--- src/rtl/pong_match_ctrl.sv ---
// Pong match sequencer: serve/play/point/game-over state machine, scores, and the ball hold
// that keeps the ball at its start position outside live play.
module pong_match_ctrl #(
  parameter int unsigned SCREEN_WIDTH  = 800,
  parameter int unsigned WIN_SCORE     = 7,
  parameter int unsigned PAUSE_FRAMES  = 60,
  parameter int unsigned SERVE_TIMEOUT = 180
) (
  input  logic        pixelClock,
  input  logic        Reset,
  input  logic        frameTick,
  input  logic        serveBtn,
  input  logic [10:0] ballLeft,
  input  logic [10:0] ballRight,
  output logic        ballHold,
  output logic        serveRight,
  output logic [3:0]  scoreLeft,
  output logic [3:0]  scoreRight,
  output logic        gameOver,
  output logic [2:0]  ctrlState
);

  localparam logic [2:0] StIdle  = 3'd0;
  localparam logic [2:0] StServe = 3'd1;
  localparam logic [2:0] StPlay  = 3'd2;
  localparam logic [2:0] StPoint = 3'd3;
  localparam logic [2:0] StOver  = 3'd4;

  localparam logic [10:0] RightEdge = 11'(SCREEN_WIDTH);
  localparam logic [3:0]  WinScore  = 4'(WIN_SCORE);
  localparam logic [7:0]  PauseLast = 8'(PAUSE_FRAMES - 1);
  localparam logic [7:0]  ServeLast = 8'(SERVE_TIMEOUT - 1);

  logic [2:0] state_q, state_d;
  logic [3:0] score_l_q, score_l_d;
  logic [3:0] score_r_q, score_r_d;
  logic       serve_right_q, serve_right_d;
  logic [7:0] frame_cnt_q, frame_cnt_d;
  logic       hold_q;
  // [0],[1]: synchronizer; [2]: previous synchronized level for edge detect
  logic [2:0] sync_q;
  logic       serve_pulse;

  assign serve_pulse = sync_q[1] & ~sync_q[2];

  always_comb begin
    state_d       = state_q;
    score_l_d     = score_l_q;
    score_r_d     = score_r_q;
    serve_right_d = serve_right_q;

    case (state_q)
      StIdle: begin
        if (serve_pulse) begin
          score_l_d     = 4'd0;
          score_r_d     = 4'd0;
          serve_right_d = 1'b1;
          state_d       = StServe;
        end
      end
      StServe: begin
        if (serve_pulse || (frameTick && (frame_cnt_q == ServeLast))) begin
          state_d = StPlay;
        end
      end
      StPlay: begin
        // Left-edge miss takes priority if both edges are hit in the same cycle
        if (ballLeft <= 11'd1) begin
          score_r_d     = (score_r_q < WinScore) ? score_r_q + 4'd1 : score_r_q;
          serve_right_d = 1'b0;
          state_d       = StPoint;
        end else if (ballRight >= RightEdge) begin
          score_l_d     = (score_l_q < WinScore) ? score_l_q + 4'd1 : score_l_q;
          serve_right_d = 1'b1;
          state_d       = StPoint;
        end
      end
      StPoint: begin
        if (frameTick && (frame_cnt_q == PauseLast)) begin
          if ((score_l_q == WinScore) || (score_r_q == WinScore)) begin
            state_d = StOver;
          end else begin
            state_d = StServe;
          end
        end
      end
      StOver: begin
        if (serve_pulse) begin
          state_d = StIdle;
        end
      end
      default: state_d = StIdle;
    endcase
  end

  // A tick coinciding with a state change is absorbed by the clear
  always_comb begin
    frame_cnt_d = frame_cnt_q;
    if (state_d != state_q) begin
      frame_cnt_d = 8'd0;
    end else if (frameTick && (frame_cnt_q != 8'hff)) begin
      frame_cnt_d = frame_cnt_q + 8'd1;
    end
  end

  always_ff @(posedge pixelClock or posedge Reset) begin
    if (Reset) begin
      state_q       <= StIdle;
      score_l_q     <= 4'd0;
      score_r_q     <= 4'd0;
      serve_right_q <= 1'b1;
      frame_cnt_q   <= 8'd0;
      hold_q        <= 1'b1;
      sync_q        <= 3'b000;
    end else begin
      state_q       <= state_d;
      score_l_q     <= score_l_d;
      score_r_q     <= score_r_d;
      serve_right_q <= serve_right_d;
      frame_cnt_q   <= frame_cnt_d;
      hold_q        <= (state_d != StPlay);
      sync_q        <= {sync_q[1:0], serveBtn};
    end
  end

  assign ballHold   = hold_q;
  assign serveRight = serve_right_q;
  assign scoreLeft  = score_l_q;
  assign scoreRight = score_r_q;
  assign gameOver   = (state_q == StOver);
  assign ctrlState  = state_q;

endmodule

--- config.mk ---
export PLATFORM = sky130hd
export DESIGN_NAME = pong_match_ctrl
export DESIGN_NICKNAME = d
export VERILOG_FILES = /design/src/rtl/pong_match_ctrl.sv
export SDC_FILE = /design/constraint.sdc
export NUM_CORES = 1
export LEC_CHECK = 0
export CAP_MARGIN = 20
export CORE_AREA = 2 2 57 59
export DETAILED_ROUTE_END_ITERATION = 12
export DIE_AREA = 0 0 59 61
export PLACE_DENSITY = 0.88
export SYNTH_ARGS = -nofsm -noshare
export SYNTH_HDL_FRONTEND = slang
export SYNTH_SLANG_ARGS = --single-unit
--- constraint.sdc ---
create_clock -name pixelClock -period 2.3 [get_ports pixelClock]
set_input_delay 0.46 -clock pixelClock [delete_from_list [all_inputs] [get_ports pixelClock]]
set_output_delay 0.46 -clock pixelClock [all_outputs]
set_load 0.02 [all_outputs]
==> summary.txt, run 1 <==
Global routing
  • Initial antenna violation count: 0
  • All-Layer GR Usage: 0.1919
  • Number of global-route vias before repair: 1272
  • First-pass GRT wire length: 5250 µm
  • Largest net degree at the start of global routing: 15
  • Overflow after GRT: 0

Worst hold path
  • Hold EP: sync_q[1]$_DFF_PP0_
  • Number of cells on the worst hold path: 0
  • Hold Path Origin: sync_q[0]$_DFF_PP0_
  • Hold Crit Class: register to register

Clock network
  • Post-CTS Resized: 0
  • CTS max path bufs: 2
  • Num CTS Buffers: 3
  • Hold buffers post-CTS: 0
  • Clock slew at reported path FFs: 140 ps
  • CTS tree: yes
  • Postcts setup bufs: 0
  • CTS H-tree lvls: 1
  • Clock Tree Root: clkbuf_4
  • Latest clock arrival within the worst-skew pair: 320 ps
  • Clock Sinks: 24

Critical path
  • Worst reg2reg endpoint: frame_cnt_q[1]$_DFFE_PP0P_
  • Worst endpoint data arrival time: 1720 ps
  • Worst path bufs/invs: 1
  • CP max-delay cell: clkdlybuf4s50_1
  • Cell family with most CP delay: buffers and inverters
  • Worst R2R Setup Slack: 320 ps
  • Cell Chain, Critical Path: nor3b_1, clkdlybuf4s50_1
  • FF-to-FF path depth: 5
  • RR Startpoint: frame_cnt_q[2]$_DFFE_PP0P_
  • Type of the worst setup path: register to output pin
  • CP Data Required Time: 1840 ps
  • Crit Path Max Fanout: 4
  • CP Launch Type: register
  • Crit end category: output pin
  • Slowest Stage Delay on Critical Path: 670 ps

Floorplan
  • Die W: 59 µm
  • Die Y: 61 µm
  • Cell Rows: 20
  • I/O Pins: 40
  • Die footprint: 3599 µm²
  • Initial Util: 0.4614
  • Core area: 2953 µm²

STA
  • Final hold vios: 0
  • Final hold slack: 367.5 ps
  • Clk_skew: 6.066 ps
  • Fin crit share: 0.9474
  • Finish-stage setup viols: 0
  • Final-report max-slew violation count: 0
  • Worst-Margin Slew: 535.5 ps
  • RSZ-0062 raised after global routing: false
  • Period minus WS final: 2179 ps
  • Setup TNS Final: 0 ps
  • Max Clk Rate: 458.9 MHz
  • Rel. slew slack: 0.6426

Synthesis
  • #FFs+latches synth: 24
  • Yosys Warn Count: 0
  • Largest area contributor in the netlist: dfrtp_1
  • Post-synth top area share: 0.4040
  • Mapped Area: 1363 µm²
  • Ys async rst share: 1.000
  • Number of synthesized flops with an enable pin: 0
  • Main synth FF type: dfrtp_1
  • Synth cell count leaders: dfrtp_1, nor2_1, nand2_1
  • Largest cells by area after synthesis: dfrtp_1, dfstp_2, nor3_1
  • Synth Net Count: 172
  • Most common cell in the netlist: dfrtp_1
  • Cells after Synth: 143
  • Seq/Total Area, Yosys: 0.4426
  • Synth unique cells: 39
  • Syn Area/Cell: 9.528 µm²

Place
  • Port buffer count: 33
  • DP Wirelength: 2442 µm
  • Gpl congestion: 0.8733

Outcome
  • Outcome: complete, no violations

Routing
  • Vias/cell: 5.802
  • Antenna-violating nets left: 0
  • Wirelength per Cell: 14.53 µm
  • Residual DRC: 0
  • 1st-pass router iterations: 4
  • Vias: 1259
  • Total wire length: 3153 µm
  • Initial DRC count: 41

Final layout
  • Layout cells sized above 1: 0.1196
  • Fin nets: 214
  • Ant. Diodes: 0
  • Layout area overhead: 33.70%

Power and ir drop
  • PwrDens: 860.6 nW/µm²
  • Leak: 0.7681 nW
  • VDD IR max: 0.0004071 V

Run
  • Total of max-cap violations: 0
-- state kept, by name (all words and copies together) (netlist names) --
signal / flops
ballHold: 1
sync_q: 3
scoreRight: 4
scoreLeft: 4
ctrlState: 3
serveRight: 1
frame_cnt_q: 8
-- where the power goes --
part           total (mW)  internal (mW)  switching (mW)
clock network       0.309          0.176           0.133
registers           0.593          0.513          0.0795
logic               0.665          0.321           0.344
total                1.57           1.01           0.557
-- layout make-up --
cell class                 count  area (µm²)
clock buffer                   3       22.52
clock inverter                 1       30.03
fill                         237        1131
inverter                       4       15.01
multi-input combinational    109       704.4
sequential                    24       603.1
tap                           33       41.29
timing repair buffer          43       405.4
-- cell families (layout without fill, tap and decap cells) --
logic type,count (synthesis),after routing,share of synthesized area
XOR/XNOR,6,6,0.03857
AO/OA/AOI/OAI,28,28,0.1506
buffers and inverters,10,51,0.04040
AND/OR/NAND/NOR,70,70,0.2856
adder cells (fa/ha/maj),3,3,0.02755
multiplexers,2,2,0.01469
flip-flops,24,24,0.4426
-- through the flow --
stage / setup slack (ps) / util / instances / power, mW / area [µm²]
after floorplan: 457.3 / - / 143 / 1.008 / 1363
after global placement: 116.8 / 0.5992 / 213 / 1.238 / 1769
after detailed placement: 41.26 / 0.5992 / 213 / 1.267 / 1769
after CTS: 123.6 / 0.6169 / 217 / 1.582 / 1822
after global routing: 20.87 / 0.6169 / 217 / 1.672 / 1822
final: 120.9 / 0.6169 / 217 / 1.568 / 1822
-- layer usage --
layer	wire length [µm]	global-route usage	part of all wire
met1	1323	0.2127	0.42
met2	1609	0.3524	0.51
met3	165	0.02772	0.052
met4	55	0.1071	0.017
met5	0	0	0
-- worst max-delay path by stage --
stage	startpoint	end	depth (start not counted)
6_report	ctrlState[2]$_DFF_PP0_	gameOver	2
4_1_cts	ctrlState[2]$_DFF_PP0_	gameOver	2
2_1_floorplan	ctrlState[2]$_DFF_PP0_	scoreLeft[0]$_DFFE_PP0P_	5
5_1_grt	ctrlState[2]$_DFF_PP0_	gameOver	2
3_5_place_dp	ballRight[7]	frame_cnt_q[7]$_DFFE_PP0P_	6
3_3_place_gp	ballRight[5]	frame_cnt_q[7]$_DFFE_PP0P_	6
-- cell usage in the layout, fill, tap and decap left out, drive strengths merged, types with 3 or more instances in the layout --
master,instances
a21oi,6
and3,3
buf,10
clkbuf,3
clkdlybuf4s50,33
dfrtp,22
ha,3
inv,4
nand2,11
nand2b,3
nand3,8
nand3b,3
nand4,4
nor2,12
nor2b,4
nor3,9
nor3b,4
nor4,4
o21ai,9
xnor2,3
xor2,3
No activity file was read; power rests on OpenSTA's default activity.
==> run 2, diff against run 1 <==
- CORE_AREA: 2 2 57 59 -> 2 2 51 53
- DIE_AREA: 0 0 59 61 -> 0 0 53 55
- DONT_BUFFER_PORTS: default -> 1
- PLACE_DENSITY: 0.88 -> 0.83
- SKIP_CTS_REPAIR_TIMING: default -> 1
==> run 2 against run 1 <==
  * Worst setup slack improved by 170 ps
  * Combinational power fell by 36%
  * Clock-buffer cell count unchanged
  * Final cell count is 18% lower
  * Clock skew decreased by 3.1 ps
  * Critical path depth is 4 higher
  * Hold slack lost 310 ps
==> summary.txt, run 2 (synthesis results as in run 1) <==
STA
  • Period minus WS final: 2011 ps (-167.8 ps)
  • Final hold vios: 0 (unchanged)
  • Rel. slew slack: 0.7226 (+0.07997)
  • Setup TNS Final: 0 ps (unchanged)
  • RSZ-0062 raised after global routing: false
  • Final-report max-slew violation count: 0 (unchanged)
  • Finish-stage setup viols: 0 (unchanged)
  • Fin crit share: 0.8745 (-0.07296)
  • Clk_skew: 2.986 ps (-3.080 ps)
  • Worst-Margin Slew: 411.8 ps (-123.7 ps)
  • Max Clk Rate: 497.2 MHz (+8.3%)

Final layout
  • Commonest non-fill, non-tap cell in the layout: dfrtp_1
  • Layout cells sized above 1: 0.1351 (+0.01557)
  • Layout area overhead: 7.897%
  • # fillers: 200 (-16%)
  • Ant. Diodes: 0 (unchanged)
  • Multi-input logic area: 709.4 µm² (+0.71%)
  • Number of flip-flops under the largest register name: 8 (unchanged)
  • Final instance area: 1470 µm² (-19%)
  • Most flop-heavy register: frame_cnt_q
  • Storage element area: 603.1 µm² (unchanged)
  • Fin nets: 178 (-17%)
  • Commonest non-fill, non-tap cells in the layout: dfrtp_1, nor2_1, nand2_1

Clock network
  • CTS tree: yes
  • Num CTS Buffers: 3 (unchanged)
  • Clock Tree Root: clkbuf_4
  • CTS max path bufs: 2 (unchanged)
  • Clock Sinks: 24 (unchanged)
  • CTS H-tree lvls: 1 (unchanged)
  • Clock slew at reported path FFs: 130 ps (about the same)
  • Latest clock arrival within the worst-skew pair: 310 ps (about the same)

Global routing
  • All-Layer GR Usage: 0.2190 (+0.02715)
  • Number of global-route vias before repair: 1041 (-18%)
  • Initial antenna violation count: 0 (unchanged)
  • Largest net degree at the start of global routing: 25 (+10)
  • Overflow after GRT: 0 (unchanged)
  • First-pass GRT wire length: 4581 µm (-13%)

Floorplan
  • Core area: 2365 µm² (-20%)
  • Die W: 53 µm (-10%)
  • Initial Util: 0.5762 (+0.1147)
  • I/O Pins: 40 (unchanged)
  • Die Y: 55 µm (-9.8%)
  • Cell Rows: 18 (-10%)
  • Die footprint: 2915 µm² (-19%)

Critical path
  • FF-to-FF path depth: 6 (+1)
  • Type of the worst setup path: register to register
  • CP Data Required Time: 2510 ps (+670 ps)
  • CP Launch Type: register
  • Worst path bufs/invs: 0 (-1)
  • Worst endpoint data arrival time: 2220 ps (+500 ps)
  • Cell family with most CP delay: compound AO/OA/AOI/OAI gates
  • Crit Path Max Fanout: 8 (+4)
  • Worst R2R Setup Slack: 290 ps (-30 ps)
  • Cell Chain, Critical Path: ha_1, and2_1, a41oi_1, nand2_1, o311a_1, a2111oi_1
  • Slowest Stage Delay on Critical Path: 420 ps (-250 ps)
  • RR Startpoint: frame_cnt_q[0]$_DFFE_PP0P_
  • Worst reg2reg endpoint: frame_cnt_q[7]$_DFFE_PP0P_
  • CP max-delay cell: dfrtp_1
  • Crit end category: register

Place
  • Placed Instance Area: 1413 µm² (-20%)
  • Gpl congestion: 0.8237 (-5.7%)
  • DP Wirelength: 2152 µm (-12%)
  • Port buffer count: 0 (-100%)

Power and ir drop
  • VDD IR max: 0.0006118 V (+50%)
  • PwrDens: 958.2 nW/µm² (+11%)
  • Leak: 0.6265 nW (-18%)

Routing
  • Initial DRC count: 32 (-22%)
  • Vias: 1110 (-12%)
  • Total wire length: 2814 µm (-11%)
  • Wirelength per Cell: 15.81 µm (+8.8%)
  • Vias/cell: 6.236 (+7.5%)
  • Residual DRC: 0 (unchanged)
  • 1st-pass router iterations: 5 (+1)
  • Antenna-violating nets left: 0 (unchanged)

Run
  • Total of max-cap violations: 0 (unchanged)

Worst hold path
  • Hold Crit Class: input pin to asynchronous set/reset pin

Outcome
  • Outcome: complete, no violations
## run 2: final cells by class
class / count / share of cell area
multi-input cells: 109 / 0.4826
inverters: 4 / 0.01021
clock buffers: 3 / 0.01532
flip-flops and latches: 24 / 0.4102
well taps: 30 / 0.02553
repair buffers: 7 / 0.03574
clock inverters: 1 / 0.02043
## run 2: layer usage
layer,routed length [µm],vias to the layer above,track usage
met5,0,-,0
met4,46,0,0.06838
li1,-,537,-
met3,161,7,0.03763
met1,1194,518,0.2664
met2,1411,48,0.3979
## run 2: per-stage QoR
| stage | std cells | utilization | power, mW | hold WS (ps) | worst slack (ps) |
|---|---|---|---|---|---|
| final | 178 | 0.6217 | 1.409 | 56.44 | 288.7 |
| after global routing | 178 | 0.6217 | 1.499 | 86.08 | 71.80 |
| after CTS | 178 | 0.6196 | 1.417 | 58.82 | 257.4 |
| after detailed placement | 174 | 0.5974 | 1.113 | 346.2 | 281.9 |
| after global placement | 174 | 0.5974 | 1.086 | 336.2 | 359.2 |
| after floorplan | 143 | - | 1.008 | 331.2 | 457.3 |
## run 2: power breakdown
| group | switching [mW] | total, mW | internal (mW) |
|---|---|---|---|
| logic | 0.237 | 0.426 | 0.188 |
| clock network | 0.129 | 0.305 | 0.176 |
| registers | 0.165 | 0.678 | 0.513 |
## run 2: worst max-delay path by stage
stage                                           from  cells after the start                    endpoint  slack [ps]
after global placement    frame_cnt_q[2]$_DFFE_PP0P_                      5  frame_cnt_q[0]$_DFFE_PP0P_         360
after CTS                 frame_cnt_q[2]$_DFFE_PP0P_                      5  frame_cnt_q[1]$_DFFE_PP0P_         260
final                     frame_cnt_q[0]$_DFFE_PP0P_                      6  frame_cnt_q[7]$_DFFE_PP0P_         290
after global routing      frame_cnt_q[0]$_DFFE_PP0P_                      6  frame_cnt_q[7]$_DFFE_PP0P_          70
after detailed placement  frame_cnt_q[2]$_DFFE_PP0P_                      5  frame_cnt_q[1]$_DFFE_PP0P_         280
after floorplan               ctrlState[2]$_DFF_PP0_                      5    scoreLeft[0]$_DFFE_PP0P_         460
